## src/rtl/mdu_pkg.sv

```systemverilog
// Shared types and decode helpers for the iterative RV32M multiply/divide unit.
package mdu_pkg;

    localparam int XLEN = 32;

    typedef enum logic [2:0] {
        OP_MUL    = 3'b000,
        OP_MULH   = 3'b001,
        OP_MULHSU = 3'b010,
        OP_MULHU  = 3'b011,
        OP_DIV    = 3'b100,
        OP_DIVU   = 3'b101,
        OP_REM    = 3'b110,
        OP_REMU   = 3'b111
    } mdu_op_e;

    localparam logic [1:0] ST_IDLE = 2'd0;
    localparam logic [1:0] ST_CALC = 2'd1;
    localparam logic [1:0] ST_DONE = 2'd2;

    typedef enum logic [1:0] {
        IDLE = ST_IDLE,
        CALC = ST_CALC,
        DONE = ST_DONE
    } mdu_state_e;

    function automatic logic is_div(input mdu_op_e op);
        case (op)
            OP_DIV, OP_DIVU, OP_REM, OP_REMU: return 1'b1;
            default:                          return 1'b0;
        endcase
    endfunction

    function automatic logic is_signed_a(input mdu_op_e op);
        case (op)
            OP_MULH, OP_MULHSU, OP_DIV, OP_REM: return 1'b1;
            default:                            return 1'b0;
        endcase
    endfunction

    function automatic logic is_signed_b(input mdu_op_e op);
        case (op)
            OP_MULH, OP_DIV, OP_REM: return 1'b1;
            default:                 return 1'b0;
        endcase
    endfunction

endpackage

```

## src/rtl/mdu_div_step.sv

```systemverilog
// One radix-2 restoring division step: shift in the next dividend bit, trial-subtract the divisor.
module mdu_div_step
    import mdu_pkg::*;
(
    input  logic [XLEN:0]   rem_i,
    input  logic [XLEN-1:0] div_i,
    input  logic            bit_i,
    output logic [XLEN:0]   rem_o,
    output logic            q_o
);

    logic [XLEN+1:0] shift_s;
    logic [XLEN:0]   trial_s;
    logic            ge_s;

    // Trial subtraction; the wrapped difference is only kept when it is non-negative.
    always_comb begin
        shift_s = {rem_i, bit_i};
        ge_s    = (shift_s >= {2'b00, div_i});
        trial_s = shift_s[XLEN:0] - {1'b0, div_i};
        if (ge_s) begin
            rem_o = trial_s;
            q_o   = 1'b1;
        end else begin
            rem_o = shift_s[XLEN:0];
            q_o   = 1'b0;
        end
    end

endmodule

```

## src/rtl/mdu_iterative.sv

```systemverilog
// Iterative RV32M multiply/divide unit with valid/ready handshakes on both sides.
// Define MDU_MUL_EN to build the multiply datapath; otherwise multiply ops return out_illegal.
module mdu_iterative
    import mdu_pkg::*;
(
    input  logic            clk,
    input  logic            rst_n,
    input  logic            flush,
    input  logic            in_valid,
    output logic            in_ready,
    input  logic [2:0]      in_op,
    input  logic [XLEN-1:0] in_a,
    input  logic [XLEN-1:0] in_b,
    input  logic [4:0]      in_rd,
    output logic            out_valid,
    input  logic            out_ready,
    output logic [XLEN-1:0] out_result,
    output logic [4:0]      out_rd,
    output logic            out_illegal
);

    localparam logic [XLEN-1:0] ZERO_W = {XLEN{1'b0}};
    localparam logic [XLEN-1:0] ONES_W = {XLEN{1'b1}};
    localparam logic [XLEN-1:0] MIN_W  = {1'b1, {(XLEN-1){1'b0}}};

    mdu_state_e      state_q, state_d;
    mdu_op_e         op_q, op_d;
    logic [4:0]      cnt_q, cnt_d;
    logic [4:0]      rd_q, rd_d;
    logic            sa_q, sa_d;
    logic            sb_q, sb_d;
    logic            vld_q, vld_d;
    logic [XLEN:0]   rem_q, rem_d;
    logic [XLEN-1:0] quo_q, quo_d;
    logic [XLEN-1:0] dvs_q, dvs_d;
    logic [XLEN-1:0] res_q, res_d;

    mdu_op_e         op_in_s;
    logic            accept_s;
    logic            sa_in_s, sb_in_s;
    logic [XLEN-1:0] a_mag_s, b_mag_s;
    logic            div_zero_s, div_ovf_s;
    logic [XLEN-1:0] spec_res_s;
    logic [XLEN:0]   rem_step_s;
    logic            q_bit_s;
    logic [XLEN-1:0] quo_next_s, quo_fix_s, rem_fix_s, final_res_s;

`ifdef MDU_MUL_EN
    logic [2*XLEN-1:0] acc_q, acc_d;
    logic [XLEN-1:0]   mcand_q, mcand_d;
    logic [XLEN:0]     mul_sum_s;
    logic [2*XLEN-1:0] mul_next_s, prod_fix_s;
`else
    logic              ill_q, ill_d;
`endif

    assign accept_s = in_valid && in_ready;

    mdu_div_step u_div_step (
        .rem_i (rem_q),
        .div_i (dvs_q),
        .bit_i (quo_q[XLEN-1]),
        .rem_o (rem_step_s),
        .q_o   (q_bit_s)
    );

    // Request decode: operand signs, magnitudes and the single-edge special cases.
    always_comb begin
        op_in_s    = mdu_op_e'(in_op);
        sa_in_s    = is_signed_a(op_in_s) & in_a[XLEN-1];
        sb_in_s    = is_signed_b(op_in_s) & in_b[XLEN-1];
        a_mag_s    = sa_in_s ? (~in_a + 32'd1) : in_a;
        b_mag_s    = sb_in_s ? (~in_b + 32'd1) : in_b;
        div_zero_s = is_div(op_in_s) && (in_b == ZERO_W);
        div_ovf_s  = ((op_in_s == OP_DIV) || (op_in_s == OP_REM)) &&
                     (in_a == MIN_W) && (in_b == ONES_W);
        case (op_in_s)
            OP_DIV, OP_DIVU: spec_res_s = div_zero_s ? ONES_W : MIN_W;
            OP_REM, OP_REMU: spec_res_s = div_zero_s ? in_a : ZERO_W;
            default:         spec_res_s = ZERO_W;
        endcase
    end

    // Final-iteration results with sign fix-up applied.
    always_comb begin
        quo_next_s = {quo_q[XLEN-2:0], q_bit_s};
        quo_fix_s  = (sa_q ^ sb_q) ? (~quo_next_s + 32'd1) : quo_next_s;
        rem_fix_s  = sa_q ? (~rem_step_s[XLEN-1:0] + 32'd1) : rem_step_s[XLEN-1:0];
`ifdef MDU_MUL_EN
        mul_sum_s  = {1'b0, acc_q[2*XLEN-1:XLEN]} + (acc_q[0] ? {1'b0, mcand_q} : 33'd0);
        mul_next_s = {mul_sum_s, acc_q[XLEN-1:1]};
        prod_fix_s = (sa_q ^ sb_q) ? (~mul_next_s + 64'd1) : mul_next_s;
`endif
        case (op_q)
`ifdef MDU_MUL_EN
            OP_MUL:                        final_res_s = prod_fix_s[XLEN-1:0];
            OP_MULH, OP_MULHSU, OP_MULHU:  final_res_s = prod_fix_s[2*XLEN-1:XLEN];
`endif
            OP_DIV, OP_DIVU:               final_res_s = quo_fix_s;
            OP_REM, OP_REMU:               final_res_s = rem_fix_s;
            default:                       final_res_s = ZERO_W;
        endcase
    end

    // Next-state logic for the IDLE/CALC/DONE sequencer and its datapath registers.
    always_comb begin
        state_d = state_q;
        op_d    = op_q;
        cnt_d   = cnt_q;
        rd_d    = rd_q;
        sa_d    = sa_q;
        sb_d    = sb_q;
        vld_d   = vld_q;
        rem_d   = rem_q;
        quo_d   = quo_q;
        dvs_d   = dvs_q;
        res_d   = res_q;
`ifdef MDU_MUL_EN
        acc_d   = acc_q;
        mcand_d = mcand_q;
`else
        ill_d   = ill_q;
`endif
        if (flush) begin
            state_d = IDLE;
            vld_d   = 1'b0;
        end else begin
            case (state_q)
                IDLE: begin
                    if (accept_s) begin
                        op_d    = op_in_s;
                        rd_d    = in_rd;
                        sa_d    = sa_in_s;
                        sb_d    = sb_in_s;
                        cnt_d   = 5'd31;
                        rem_d   = 33'd0;
                        quo_d   = a_mag_s;
                        dvs_d   = b_mag_s;
`ifdef MDU_MUL_EN
                        acc_d   = {32'd0, b_mag_s};
                        mcand_d = a_mag_s;
                        if (div_zero_s || div_ovf_s) begin
`else
                        ill_d   = 1'b0;
                        if (!is_div(op_in_s)) begin
                            state_d = DONE;
                            vld_d   = 1'b1;
                            res_d   = ZERO_W;
                            ill_d   = 1'b1;
                        end else if (div_zero_s || div_ovf_s) begin
`endif
                            state_d = DONE;
                            vld_d   = 1'b1;
                            res_d   = spec_res_s;
                        end else begin
                            state_d = CALC;
                        end
                    end else begin
                        state_d = IDLE;
                    end
                end
                CALC: begin
                    if (is_div(op_q)) begin
                        rem_d = rem_step_s;
                        quo_d = quo_next_s;
                    end else begin
`ifdef MDU_MUL_EN
                        acc_d = mul_next_s;
`else
                        quo_d = quo_q;
`endif
                    end
                    if (cnt_q == 5'd0) begin
                        state_d = DONE;
                        vld_d   = 1'b1;
                        res_d   = final_res_s;
                    end else begin
                        cnt_d = cnt_q - 5'd1;
                    end
                end
                DONE: begin
                    if (out_ready) begin
                        state_d = IDLE;
                        vld_d   = 1'b0;
                    end else begin
                        state_d = DONE;
                    end
                end
                default: begin
                    state_d = IDLE;
                    vld_d   = 1'b0;
                end
            endcase
        end
    end

    // State and datapath registers.
    always_ff @(posedge clk or negedge rst_n) begin
        if (!rst_n) begin
            state_q <= IDLE;
            op_q    <= OP_MUL;
            cnt_q   <= 5'd0;
            rd_q    <= 5'd0;
            sa_q    <= 1'b0;
            sb_q    <= 1'b0;
            vld_q   <= 1'b0;
            rem_q   <= 33'd0;
            quo_q   <= 32'd0;
            dvs_q   <= 32'd0;
            res_q   <= 32'd0;
`ifdef MDU_MUL_EN
            acc_q   <= 64'd0;
            mcand_q <= 32'd0;
`else
            ill_q   <= 1'b0;
`endif
        end else begin
            state_q <= state_d;
            op_q    <= op_d;
            cnt_q   <= cnt_d;
            rd_q    <= rd_d;
            sa_q    <= sa_d;
            sb_q    <= sb_d;
            vld_q   <= vld_d;
            rem_q   <= rem_d;
            quo_q   <= quo_d;
            dvs_q   <= dvs_d;
            res_q   <= res_d;
`ifdef MDU_MUL_EN
            acc_q   <= acc_d;
            mcand_q <= mcand_d;
`else
            ill_q   <= ill_d;
`endif
        end
    end

    assign in_ready   = (state_q == IDLE);
    assign out_valid  = vld_q;
    assign out_result = res_q;
    assign out_rd     = rd_q;
`ifdef MDU_MUL_EN
    assign out_illegal = 1'b0;
`else
    assign out_illegal = ill_q;
`endif

endmodule
```

## config.mk

```make
export PLATFORM = sky130hd
export DESIGN_NAME = mdu_iterative
export DESIGN_NICKNAME = d
export VERILOG_FILES = /design/src/rtl/mdu_pkg.sv /design/src/rtl/mdu_div_step.sv /design/src/rtl/mdu_iterative.sv
export SDC_FILE = /design/constraint.sdc
export NUM_CORES = 1
export LEC_CHECK = 0
export ABC_CLOCK_PERIOD_IN_PS = 4320
export CORE_MARGIN = 8
export CORE_UTILIZATION = 42
export CTS_CLUSTER_SIZE = 30
export DETAILED_ROUTE_END_ITERATION = 10
export PLACE_DENSITY = 0.66
export RECOVER_POWER = 50
export SLEW_MARGIN = 30
export SYNTH_ARGS = -nofsm -noshare
export SYNTH_HDL_FRONTEND = slang
export SYNTH_SLANG_ARGS = --single-unit
export TNS_END_PERCENT = 30
```

## constraint.sdc

```tcl
create_clock -name clk -period 4.32 [get_ports clk]
set_input_delay 0.648 -clock clk [delete_from_list [all_inputs] [get_ports clk]]
set_output_delay 0.648 -clock clk [all_outputs]
set_load 0.02 [all_outputs]
```

Word-level counts from Yosys, hierarchy flattened
Cells that the tools add are included.

storage, ports and cells
  memory bits (read-only) = 0
  register bits = 148
  memories kept = 0
  logic and storage cells = 121
  latch bits = 0
  output and inout port bits = 40
  input bits = 77
  bits in writable memories = 0

cells by class
  add/sub/neg operators = 6
  reduce and logical (&&, ||, !) cells = 23
  bitwise operators = 8
  order comparisons = 1
  multipliers = 0
  shift-type cells = 0
  equal/unequal tests = 23
  div/mod/pow operators = 0
  mux-type cells = 48

operator list
  kind                                                   count
  2-to-1 mux 32 bit                                      11
  one-hot mux 32 bit (2 select lines)                    4
  adder 32 x 1 -> 32 bit, second input constant          4
  inverter 32 bit                                        4
  2-to-1 mux 33 bit                                      3
  one-hot mux 33 bit (2 select lines)                    1
  equality test 32 bit, second input constant            2
  >= comparator 34 x 32 -> 1 bit                         1
  subtractor 33 x 32 -> 33 bit                           1
  logical NOT 32 bit                                     1
  2-to-1 mux 31 bit                                      1
  equality test 3 bit, second input constant             8
  2-to-1 mux 1 bit                                       17
  2-to-1 mux 2 bit                                       6
  AND reduction 4 bit                                    3
  OR reduction 4 bit                                     3
  2-to-1 mux 5 bit                                       2
  one-hot mux 5 bit (2 select lines)                     1
  OR reduction 2 bit                                     4
  inequality test 2 bit, second input constant           3
  inequality test 3 x 2 -> 1 bit, second input constant  2
  inequality test 3 bit, second input constant           2
  one-hot mux 2 bit (3 select lines)                     1
  logical NOT 5 bit                                      1
  18 further kinds                                       23

Logic depth before layout (Yosys ltp)
Gate-level depths: netlist of the first run.

  word-level depth = 10
  mapped depth = 25
  depth with buffers taken out = 21

By module
Synthesis of the first run repeated with hierarchy kept, for this count alone.

second synthesis, totals
  cells, all modules = 1436
  area total of the unflattened synthesis = 11446.0 um2

modules (own cells, without submodules)
  module         cells each  area an instance (um2)  sequential area each (um2)  times used
  mdu_iterative  1094        9268.9                  3678.5                      1
  mdu_div_step   342         2177.1                  0.0                         1

Least setup slack after synthesis of the first run
No wires, ideal clock.

  kind = register to register
  from = register quo_q[31]
  to = register res_q[28], in the netlist out_result[28]
  stages on the path, launching flop included = 24
  library setup time = 126 ps
  period minus slack after synthesis = 4766 ps
  path buffers = 4
  slack = -446 ps
  required time = 4194 ps
  arrival time = 4639 ps
  path through = dfrtp_1 inv_1 ha_1 inv_1 fa_1 a211oi_2 o21ai_2 nand3_1 a311oi_4 or3_4 inv_2 buf_2 buf_2 buf_2 buf_1 ha_1 nand3b_1 o31ai_1 nor2b_1 o21ai_0 xor2_1 nand2b_1 a21oi_1 a221o_1

between the ends
  longest elaborated chain between the ends = 8
  elaborated cells between the ends (all ways) = 13
  those cells by class = add/sub (3); order compare (1); mux (7); bitwise (2)

ends and longest elaborated chain
  item                                                                            line                                      RTL
  start: declaration                                                              mdu_iterative.sv:34                       logic [XLEN-1:0] quo_q, quo_d;
  start signal: assignment                                                        mdu_iterative.sv:226                      quo_q <= quo_d;
  subtractor 33 x 32 -> 33 bit or >= comparator 34 x 32 -> 1 bit (tied branches)  mdu_div_step.sv:20, mdu_div_step.sv:19
  2-to-1 mux 33 bit or 2-to-1 mux 1 bit (tied branches)                           mdu_div_step.sv:21                        if (ge_s) begin
  inverter 32 bit (on tied branches)                                              mdu_iterative.sv:88, mdu_iterative.sv:87
  adder 32 x 1 -> 32 bit (on tied branches)                                       mdu_iterative.sv:88, mdu_iterative.sv:87
  2-to-1 mux 32 bit (on tied branches)                                            mdu_iterative.sv:88, mdu_iterative.sv:87
  one-hot mux 32 bit (2 select lines) (*)                                         mdu_iterative.sv:94                       case (op_q)
  2-to-1 mux 32 bit (*)                                                           mdu_iterative.sv:173                      if (cnt_q == 5'd0) begin
  one-hot mux 32 bit (2 select lines) (*)                                         mdu_iterative.sv:128                      case (state_q)
  end signal: assignment                                                          mdu_iterative.sv:228                      res_q <= res_d;
  end: declaration                                                                mdu_iterative.sv:36                       logic [XLEN-1:0] res_q, res_d;

Mark *: on every way between the ends. The rest lies on a longest branch, timed or not. The select of a mux whose other input is x is not followed.
A chain may end at the register's enable or synchronous reset.

Worst setup path in the final report of the first run
  from = register rem_q[18]
  to = register res_q[27], in the netlist out_result[27]

between the ends
  longest elaborated chain between the ends = 8
  elaborated cells between the ends (all ways) = 13
  those cells by class = add/sub (3); order compare (1); mux (7); bitwise (2)

ends and longest elaborated chain
  item                                                                            line                                      RTL
  start: declaration                                                              mdu_iterative.sv:33                       logic [XLEN:0] rem_q, rem_d;
  start signal: assignment                                                        mdu_iterative.sv:225                      rem_q <= rem_d;
  subtractor 33 x 32 -> 33 bit or >= comparator 34 x 32 -> 1 bit (tied branches)  mdu_div_step.sv:20, mdu_div_step.sv:19
  2-to-1 mux 33 bit or 2-to-1 mux 1 bit (tied branches)                           mdu_div_step.sv:21
  inverter 32 bit (on tied branches)                                              mdu_iterative.sv:88, mdu_iterative.sv:87
  adder 32 x 1 -> 32 bit (on tied branches)                                       mdu_iterative.sv:88, mdu_iterative.sv:87
  2-to-1 mux 32 bit (on tied branches)                                            mdu_iterative.sv:88, mdu_iterative.sv:87
  one-hot mux 32 bit (2 select lines) (*)                                         mdu_iterative.sv:94
  2-to-1 mux 32 bit (*)                                                           mdu_iterative.sv:173
  one-hot mux 32 bit (2 select lines) (*)                                         mdu_iterative.sv:128

Marked as above.

==> run summary, run 1 <==
Slew HR: -86.5%
Total wire length: 42.1 mm
Critical R2R Launch: rem_q[18]
Maximum vdd drop: 235 µV
Synth-to-Final Area Change: 23.8%
# H-tree levels: 4
Crit path launch: rem_q[18]
DRT Pass-1 Iters: 5
NumNets Final: 1856
CP max-delay cell: dfrtp_1
Final std cells w/o fill: 2129
Clk Latency, worst-skew pair: 440 ps
Iteration-0 DRC count of the detailed router: 1276
Pin count of the biggest net entering global routing: 105
Core ar.: 27900 µm²
CP max FO: 12
Max Cap Viol: 2
Worst-path clk slew: 70 ps
Hold path startpoint: out_rd[1]
Post-DP HPWL: 32.6 mm
Clock sinks: 147
Number of synthesized flops with an enable pin: 0
Startpoint Class: flop
Synthesized flop and latch total: 147
Congestion Overflow GR: 0
Reg2Reg Depth: 15
Buffers plus inverters on the worst setup path: 3
CTS tree: yes
Final-report setup violation count: 1
Ys flop type: dfrtp_1
Vias/cell: 5.87
Tcrit/Tclk final: 100%
Least-Margin Pin Slew: 2800 ps
Syn Inst Count: 1582
Outcome: complete, but fails checks
Hold endpoint: out_rd[1]
Leakage: 6.19 nW
Reg2reg end: out_result[27]
Pint: 3.51 mW
DR WL/cell: 19.8 µm
Cts bufs inserted: 17
Place WS: 34.6 ps
Global-route wire length before repair: 66.9 mm
FP Rows: 61
Ant diodes: 0
Post-Syn Area: 12000 µm²
Initial antenna violation count: 1
Gr usage total: 24.7%
DIE AREA: 34100 µm²
Worst path cell trace: ha_1 > buf_4 > nand4_1 > or3_4 > a311oi_4 > or3_4 > inv_2 > buf_4 > or2_0 > o31a_1 > nor4_4 > a31oi_1 > xor2_1 > o221ai_2 > mux2_2
Seq/Total Area, Yosys: 30.8%
Worst clock skew: 9.40 ps
Hold Crit Depth: 2
Register-to-register setup slack: -20 ps
Unrepaired setup endpoints after global routing: yes
Power density cells: 396 nW/µm²
Crit-path max cell delay: 440 ps
Fill count: 2711
Final antenna-violating net count: 0
Post-route DRC: 0
Clk pwr share: 27.2%
Setup CP Type: flop to flop
Yosys Warn Count: 0
Hold Fails Final Rpt: 0
Max Slew Vio Count: 116
Max Fclk: 0.230 GHz
Via count: 12500
Final Util: 53.0%
Die height: 185 µm
Comb pwr share: 40.4%
Net Switching: 2.35 mW
Starting density of the core: 42.8%
Hold-fix buffers, CTS: 0
Share of power burned in registers: 32.3%
Clock Path Buffers: 2
Post-synth cell types: 72
CP top delay family: simple AND/OR/NAND/NOR gates
Net Sw Frac: 40.2%
Final Power: 5.86 mW
Tmin final: 4340 ps
I/O Pins: 117
Share of cells above drive strength 1: 11.7%
Worst Path Arrival: 4660 ps
Hold WS: 473 ps
Number of instances in the placed design: 2091
Crit path required time: 4640 ps
CP Capture Type: flop
Avg Inst Size Synth: 7.55 µm²
Clock Root Buffer: clkbuf_16
Number of global-route vias before repair: 11900
Final worst setup slack: -18.6 ps
Placer congestion estimate: 0.971
Asr flop ratio synth: 100%
Worst Hold Class: flop to flop
Chip width: 185 µm
Post-Synthesis Net Count: 1699
I/O Buffers: 116
Violated checks: capacitance limit, slew limit, setup timing
[power groups by stage]
stage          Sequential, mW  Combinational, mW  Clock [mW]
3_5_place_dp             1.90               2.29           0
4_1_cts                  1.88               2.30        1.61
3_3_place_gp             1.90               2.25           0
2_1_floorplan            1.85               1.48           0
6_report                 1.89               2.37        1.60
5_1_grt                  1.92               2.60        1.67
[synthesized netlist by cell type (all sizes together), types with 6 or more instances]
cell type	number	area, µm²
nand3b	9	67.6
clkbuf	65	245
a31oi	24	163
xor2	69	604
a22o	6	52.6
nor4	25	178
or3	26	173
o22ai	7	43.8
a211oi	13	103
nand2	233	875
nor3	45	235
a21o	12	90.1
and2	11	68.8
nand3	19	100
o21a	13	97.6
inv	59	221
nand2b	14	87.6
mux2i	15	150
o21ai	224	1120
o31ai	20	150
and3	10	62.6
xnor2	74	648
o211ai	11	87.6
dfrtp	147	3680
ha	39	488
a21oi	147	736
nor2b	13	81.3
o41ai	7	61.3
nor2	112	420
or4	8	60.1
buf	31	185
nand4	22	138
[worst max path at each step]
stage | to | slack (ps) | depth (start not counted)
after global routing | out_result[27] | -160 | 15
after floorplan | out_result[30] | -70 | 23
after global placement | out_result[27] | 30 | 14
final | out_result[27] | -20 | 15
after detailed placement | out_result[27] | 30 | 15
after CTS | out_result[27] | 4 | 14
[timing repair]
item,CTS,global route
setup endpoints to repair,0,19
resized for setup,0,30
buffers inserted,0,7
[stage by stage]
stage / setup TNS, ps / area [µm²]
2_1_floorplan: -116 / 12000
3_3_place_gp: 0 / 14100
3_5_place_dp: 0 / 14100
4_1_cts: 0 / 14700
5_1_grt: -382 / 14800
6_report: -18.6 / 14800
[layer usage]
layer	track usage [%]	up-vias	wire length (µm)	part of all wire (%)
met5	0	-	10	0.024
met4	7.84	2	1010	2.4
met3	5.06	68	3200	7.6
met2	37.8	509	18700	44
met1	34.4	5981	19200	46
li1	-	5931	-	-
[worst register-to-register path: cells and delay by family, from the launching register on]
kind,cells,cell delay [ps]
buffers and inverters,3,370
XOR/XNOR,1,370
AO/OA/AOI/OAI,4,910
multiplexers,1,290
flip-flops,1,440
AND/OR/NAND/NOR,5,1530
adder cells (fa/ha/maj),1,330
[sequential cells by signal, summed over array words and instances, names as in the netlist]
signal and cells:
rem_q 33, dvs_q 32, out_result 32, quo_q 32, cnt_q 5, out_rd 5, op_q 2, state_q 2
out_illegal 1, out_valid 1, sa_q 1, sb_q 1
[cell type report]
cell class / instances / area, µm² / area share [%]
multi-input combinational: 1280 / 7770 / 52.5
sequential: 147 / 3680 / 24.9
timing repair buffer: 234 / 2050 / 13.8
tap: 378 / 473 / 3.20
clock buffer: 17 / 425 / 2.88
inverter: 59 / 221 / 1.50
clock inverter: 14 / 176 / 1.19
[placed cells by master, fill, tap and decap left out, drive strengths merged, types with 15 or more instances in the layout]
master           n
nand2          233
nor2           112
nor3            45
nor4            25
xnor2           74
ha              39
dfrtp          147
buf            117
a31oi           24
clkbuf          19
nand3           19
inv             64
a21oi          147
mux2i           15
or3             26
o31ai           20
o21ai          224
clkdlybuf4s50  104
xor2            69
nand4           22
[cells by family after synthesis]
group | after synthesis | share of synthesized area (%)
and+or+nand+nor | 561 | 22.2
xor gates and xnor gates | 143 | 10.5
DFF | 147 | 30.8
buffers and inverters | 155 | 5.45
AOI/OAI and AO/OA | 519 | 25.4
muxes | 17 | 1.44
adders and majority gates | 40 | 4.25
Power figures use the tool's default switching activity.
==> inputs of run 2 (changes only) <==
--- a/config.mk
+++ b/config.mk
@@ -7,10 +7,11 @@
 export LEC_CHECK = 0
 export ABC_CLOCK_PERIOD_IN_PS = 4320
 export CORE_MARGIN = 8
-export CORE_UTILIZATION = 42
+export CORE_UTILIZATION = 53
 export CTS_CLUSTER_SIZE = 30
 export DETAILED_ROUTE_END_ITERATION = 10
-export PLACE_DENSITY = 0.66
+export MAX_ROUTING_LAYER = met4
+export PLACE_DENSITY = 0.8
 export RECOVER_POWER = 50
 export SLEW_MARGIN = 30
 export SYNTH_ARGS = -nofsm -noshare
==> run summary, run 2 (same netlist as run 1, synthesis figures left out) <==
Global-route wire length before repair: 64.9 mm
Starting density of the core: 53.4%
Tcrit/Tclk final: 101%
CP Capture Type: flop
Tmin final: 4370 ps
Fill count: 1898
Hold Fails Final Rpt: 0
Vias/cell: 6.27
Final antenna-violating net count: 0
Max FFs per register: 33
GRT met1 Usage: 39.7%
DRT Pass-1 Iters: 6
Leakage: 6.13 nW
Crit-path max cell delay: 390 ps
Clock Root Buffer: clkbuf_16
GR peak layer: met2
Congestion Overflow GR: 0
Slew HR: -77.1%
Post-DP HPWL: 31.4 mm
Iteration-0 DRC count of the detailed router: 1503
Worst Hold Class: flop to flop
Startpoint Class: flop
DIE AREA: 27600 µm²
Via count: 12700
Final worst setup slack: -49.0 ps
Hold-fix buffers, CTS: 0
M2 GR Usage: 43.8%
Chip width: 166 µm
Maximum vdd drop: 267 µV
Pin count of the biggest net entering global routing: 101
Max Fclk: 0.229 GHz
Violated checks: capacitance limit, slew limit, setup timing
Final Power: 5.89 mW
DR WL/cell: 20.4 µm
Die height: 166 µm
Initial antenna violation count: 0
Cts bufs inserted: 17
Synth-to-Final Area Change: 22.7%
Share of cells above drive strength 1: 11.2%
Clk Latency, worst-skew pair: 440 ps
Setup CP Type: flop to flop
Instance area after placement: 13800 µm²
Gr usage total: 29.8%
Largest Register: rem_q
Clock Path Buffers: 2
Worst clock skew: 15.4 ps
# H-tree levels: 4
Power density cells: 402 nW/µm²
Fin area: 14700 µm²
Unrepaired setup endpoints after global routing: yes
Placer congestion estimate: 1.01
I/O Buffers: 116
Most frequent cells in the layout: nand2_1 (233), o21ai_0 (216), a21oi_1 (146), dfrtp_1 (146), nor2_1 (110)
Core ar.: 22400 µm²
Post-route DRC: 0
Worst path cell trace: inv_1 > ha_2 > inv_2 > fa_2 > a211oi_4 > o21ai_4 > nand3_4 > a311oi_4 > or3_4 > inv_4 > mux2i_2 > ha_2 > nand3b_1 > nor4_2 > a41oi_2 > nor3_2 > buf_4 > nand4_1 > o21ai_2 > xnor2_2 > a221o_1
FP Rows: 55
Max Cap Viol: 1
Worst Path Arrival: 4700 ps
Commonest non-fill, non-tap cell in the layout: nand2_1
Met3 track demand over resource: 6.82%
Storage element area: 3680 µm²
Crit path required time: 4650 ps
Max Slew Vio Count: 101
Clock sinks: 147
Least-Margin Pin Slew: 2660 ps
Final-report setup violation count: 1
CP dominant cell by count: ha_2
I/O Pins: 117
Number of global-route vias before repair: 11900
CTS tree: yes
NumNets Final: 1839
CP max FO: 5
Worst-path clk slew: 80 ps
Outcome: complete, but fails checks
Total wire length: 41.2 mm
Multi-input gate area: 7860 µm²
CP max-delay cell: fa_2
[run 2: changes by cell type in the layout (fill, tap and decap cells not counted), sizes merged]
cell,before,now
diode,0,1
bufinv,3,2
dlygate4sd3,11,12
clkdlybuf4s50,104,103
buf,117,98
inv,64,68
clkbuf,19,21
clkinv,5,3
[run 2: power by group]
part | leakage (nW) | switching [mW] | internal [mW]
sequential | 1.89 | 0.276 | 1.61
combinational | 3.94 | 1.44 | 0.988
clock | 0.299 | 0.700 | 0.881
total | 6.13 | 2.42 | 3.48
[run 2: repair_timing]
action	in CTS	in global routing
buffers inserted	0	10
gates resized for setup	2	39
cloned	0	0
pin swaps	1	14
endpoints found under the setup margin	2	18
[run 2: final cells by class]
cell class / instances / share of cell area, %
Tap cell: 285 / 2.43
Inverter: 59 / 1.53
Multi-Input combinational cell: 1280 / 53.6
Sequential cell: 147 / 25.1
Clock inverter: 15 / 1.26
Timing Repair Buffer: 217 / 13.2
Antenna cell: 1 / 0.0171
Clock buffer: 17 / 2.90
[run 2: metal layers]
metal	wire length [µm]	share of wire [%]
met1	17800	43
met2	18000	44
met3	4030	9.8
met4	1360	3.3
met5	0	0
[run 2: final timing paths]
path                       startpoint        endpoint  slack, ps  cells past startpoint
setup / recovery            quo_q[31]  out_result[26]        -50                     21
hold / removal              out_rd[4]       out_rd[4]        470                      2
setup reg to reg            quo_q[31]  out_result[26]        -50                     21
hold reg to reg             out_rd[4]       out_rd[4]        470                      2
max in group asynchronous       rst_n       rem_q[20]        810                      2
min in group asynchronous       rst_n        dvs_q[7]       1010                      1
[run 2: metrics by stage]
step	utilization, %	hold WS [ps]	std cells	setup TNS [ps]	setup WS, ps
floorplan	-	352	1582	-116	-65.8
global placement	61.7	457	1978	0	121
detailed placement	61.7	463	1978	0	24.1
CTS	64.5	375	2010	0	10.7
global route	65.6	495	2020	-908	-173
finish	65.6	471	2021	-49.0	-49.0
[run 2: worst max-delay path: cells and delay by family (launching register included)]
kind,cells,cell delay (ps)
multiplexers,1,230
AND/OR/NAND/NOR,6,1160
buffers and inverters,4,370
flip-flops,1,380
XOR/XNOR,1,100
AO/OA/AOI/OAI,6,1220
adder cells (fa/ha/maj),3,780
==> inputs of run 3 (changes only) <==
--- a/config.mk
+++ b/config.mk
@@ -5,7 +5,7 @@
 export SDC_FILE = /design/constraint.sdc
 export NUM_CORES = 1
 export LEC_CHECK = 0
-export ABC_CLOCK_PERIOD_IN_PS = 4320
+export ABC_CLOCK_PERIOD_IN_PS = 3700
 export CORE_MARGIN = 8
 export CORE_UTILIZATION = 53
 export CTS_CLUSTER_SIZE = 30
==> constraint.sdc (replaced) <==
create_clock -name clk -period 3.7 [get_ports clk]
set_input_delay 0.555 -clock clk [delete_from_list [all_inputs] [get_ports clk]]
set_output_delay 0.555 -clock clk [all_outputs]
set_load 0.02 [all_outputs]
==> run summary, run 3 (same netlist as run 1, synthesis figures left out) <==
Setup CP Type: flop to flop
Final worst setup slack: -569 ps
Starting density of the core: 53.4%
Hold path startpoint: out_rd[3]
Post-DP HPWL: 33.9 mm
Max Cap Viol: 1
DR WL/cell: 20.3 µm
Max Slew Vio Count: 109
Leakage: 7.15 nW
Violated checks: capacitance limit, slew limit, setup timing
Critical R2R Launch: dvs_q[5]
# H-tree levels: 4
Wl on met1: 18.2 mm
Worst-path clk slew: 70 ps
Gr usage total: 32.2%
Power density cells: 454 nW/µm²
Worst clock skew: 11.9 ps
Worst Hold Class: flop to flop
Chip width: 166 µm
I/O Pins: 117
Crit-path max cell delay: 360 ps
Worst path cell trace: inv_1 > ha_1 > buf_4 > o211ai_2 > o21ai_2 > nand3_2 > a311oi_4 > or3_4 > inv_4 > buf_4 > buf_6 > buf_4 > buf_4 > a211o_1 > nor4_4 > a31oi_2 > xor2_1 > o221ai_1 > mux2_4
Instance area after placement: 15200 µm²
Unrepaired setup endpoints after global routing: yes
Hold Fails Final Rpt: 0
Congestion Overflow GR: 0
Startpoint Class: flop
Clock Path Buffers: 2
Final antenna-violating net count: 0
Outcome: complete, but fails checks
Initial antenna violation count: 0
CP max FO: 10
Most frequent cells in the layout: buf_4 (287), nand2_1 (232), o21ai_0 (202)
CP max-delay cell: nor4_4
Core ar.: 22400 µm²
Place WS: -466 ps
Fin area: 16300 µm²
Final std cells w/o fill: 2218
I/O Buffers: 116
Post-route DRC: 0
Largest Register: rem_q
DRT Pass-1 Iters: 10
FP Rows: 55
Total wire length: 45.0 mm
CP dominant cell by count: buf_4
Die height: 166 µm
Share of cells above drive strength 1: 20.9%
Max Fclk: 0.234 GHz
Crit path required time: 4030 ps
Cts bufs inserted: 17
CTS tree: yes
Commonest non-fill, non-tap cell in the layout: buf_4
Via count: 13900
Synth-to-Final Area Change: 36.4%
Fin Setup TNS: -8890 ps
Maximum vdd drop: 346 µV
Metal2 WL: 19.7 mm
Iteration-0 DRC count of the detailed router: 1931
Final Util: 72.9%
Clk Latency, worst-skew pair: 450 ps
Least-Margin Pin Slew: 2990 ps
NumNets Final: 2038
Fill count: 1715
Met3 WL: 4.54 mm
CP Capture Type: flop
Number of instances in the placed design: 2165
Slew HR: -99.6%
Max FFs per register: 33
DIE AREA: 27600 µm²
Tcrit/Tclk final: 115%
Pin count of the biggest net entering global routing: 109
Clock sinks: 147
Vias/cell: 6.25
Crit path launch: dvs_q[5]
Final-report setup violation count: 23
Tmin final: 4270 ps
Hold-fix buffers, CTS: 0
Number of global-route vias before repair: 13300
Ant diodes: 0
Clock Root Buffer: clkbuf_16
Placer congestion estimate: 1.04
Global-route wire length before repair: 70.0 mm
Worst Path Arrival: 4600 ps
Max Used Layer: met4
==> run 3: routing by layer <==
layer	vias to the layer above	track usage, %
li1	6288	-
met1	6495	40.3
met2	873	48.7
met3	210	7.23
met4	0	16.0
met5	-	-
==> run 3: path summary, 6_finish.rpt <==
| kind | end | slack, ps | depth (start not counted) |
|---|---|---|---|
| setup / recovery | out_result[27] | -570 | 19 |
| hold / removal | out_rd[3] | 480 | 2 |
| setup reg to reg | out_result[27] | -570 | 19 |
| hold reg to reg | out_rd[3] | 480 | 2 |
| max in group asynchronous | rem_q[7] | 860 | 1 |
| min in group asynchronous | dvs_q[5] | 1000 | 1 |
==> run 3: area by class of cell <==
cell class                      instances  area [µm²]  area share, %
Inverter                               59         224           1.37
Clock inverter                         13         198           1.21
Timing Repair Buffer                  416        3440           21.1
Multi-Input combinational cell       1280        7960           48.8
Clock buffer                           18         439           2.69
Tap cell                              285         357           2.19
Sequential cell                       147        3680           22.6
==> run 3: repair_timing <==
item,CTS,global route
buffers inserted,9,13
setup endpoints to repair,26,31
resized for setup,31,53
pin swaps,23,32
==> run 3: report_power, final <==
| part | total (mW) | switching [mW] | leakage [nW] | internal (mW) |
|---|---|---|---|---|
| Sequential | 2.21 | 0.338 | 1.89 | 1.88 |
| Combinational | 3.23 | 1.79 | 4.95 | 1.44 |
| Clock | 1.95 | 0.797 | 0.308 | 1.16 |
==> run 3: critical path, delay by kind of cell (launching register included) <==
family                     cells  cell delay, ps
and+or+nand+nor                3             730
buffers and inverters          7             900
AOI/OAI and AO/OA              6            1270
DFF                            1             350
xor gates and xnor gates       1             250
muxes                          1             310
adders and majority gates      1             320
==> run 3: metrics by stage <==
stage / power [mW] / hold slack [ps]
floorplan: 3.89 / 259
global placement: 5.07 / 457
detailed placement: 5.15 / 465
CTS: 7.18 / 198
global route: 7.73 / 498
finish: 7.40 / 478
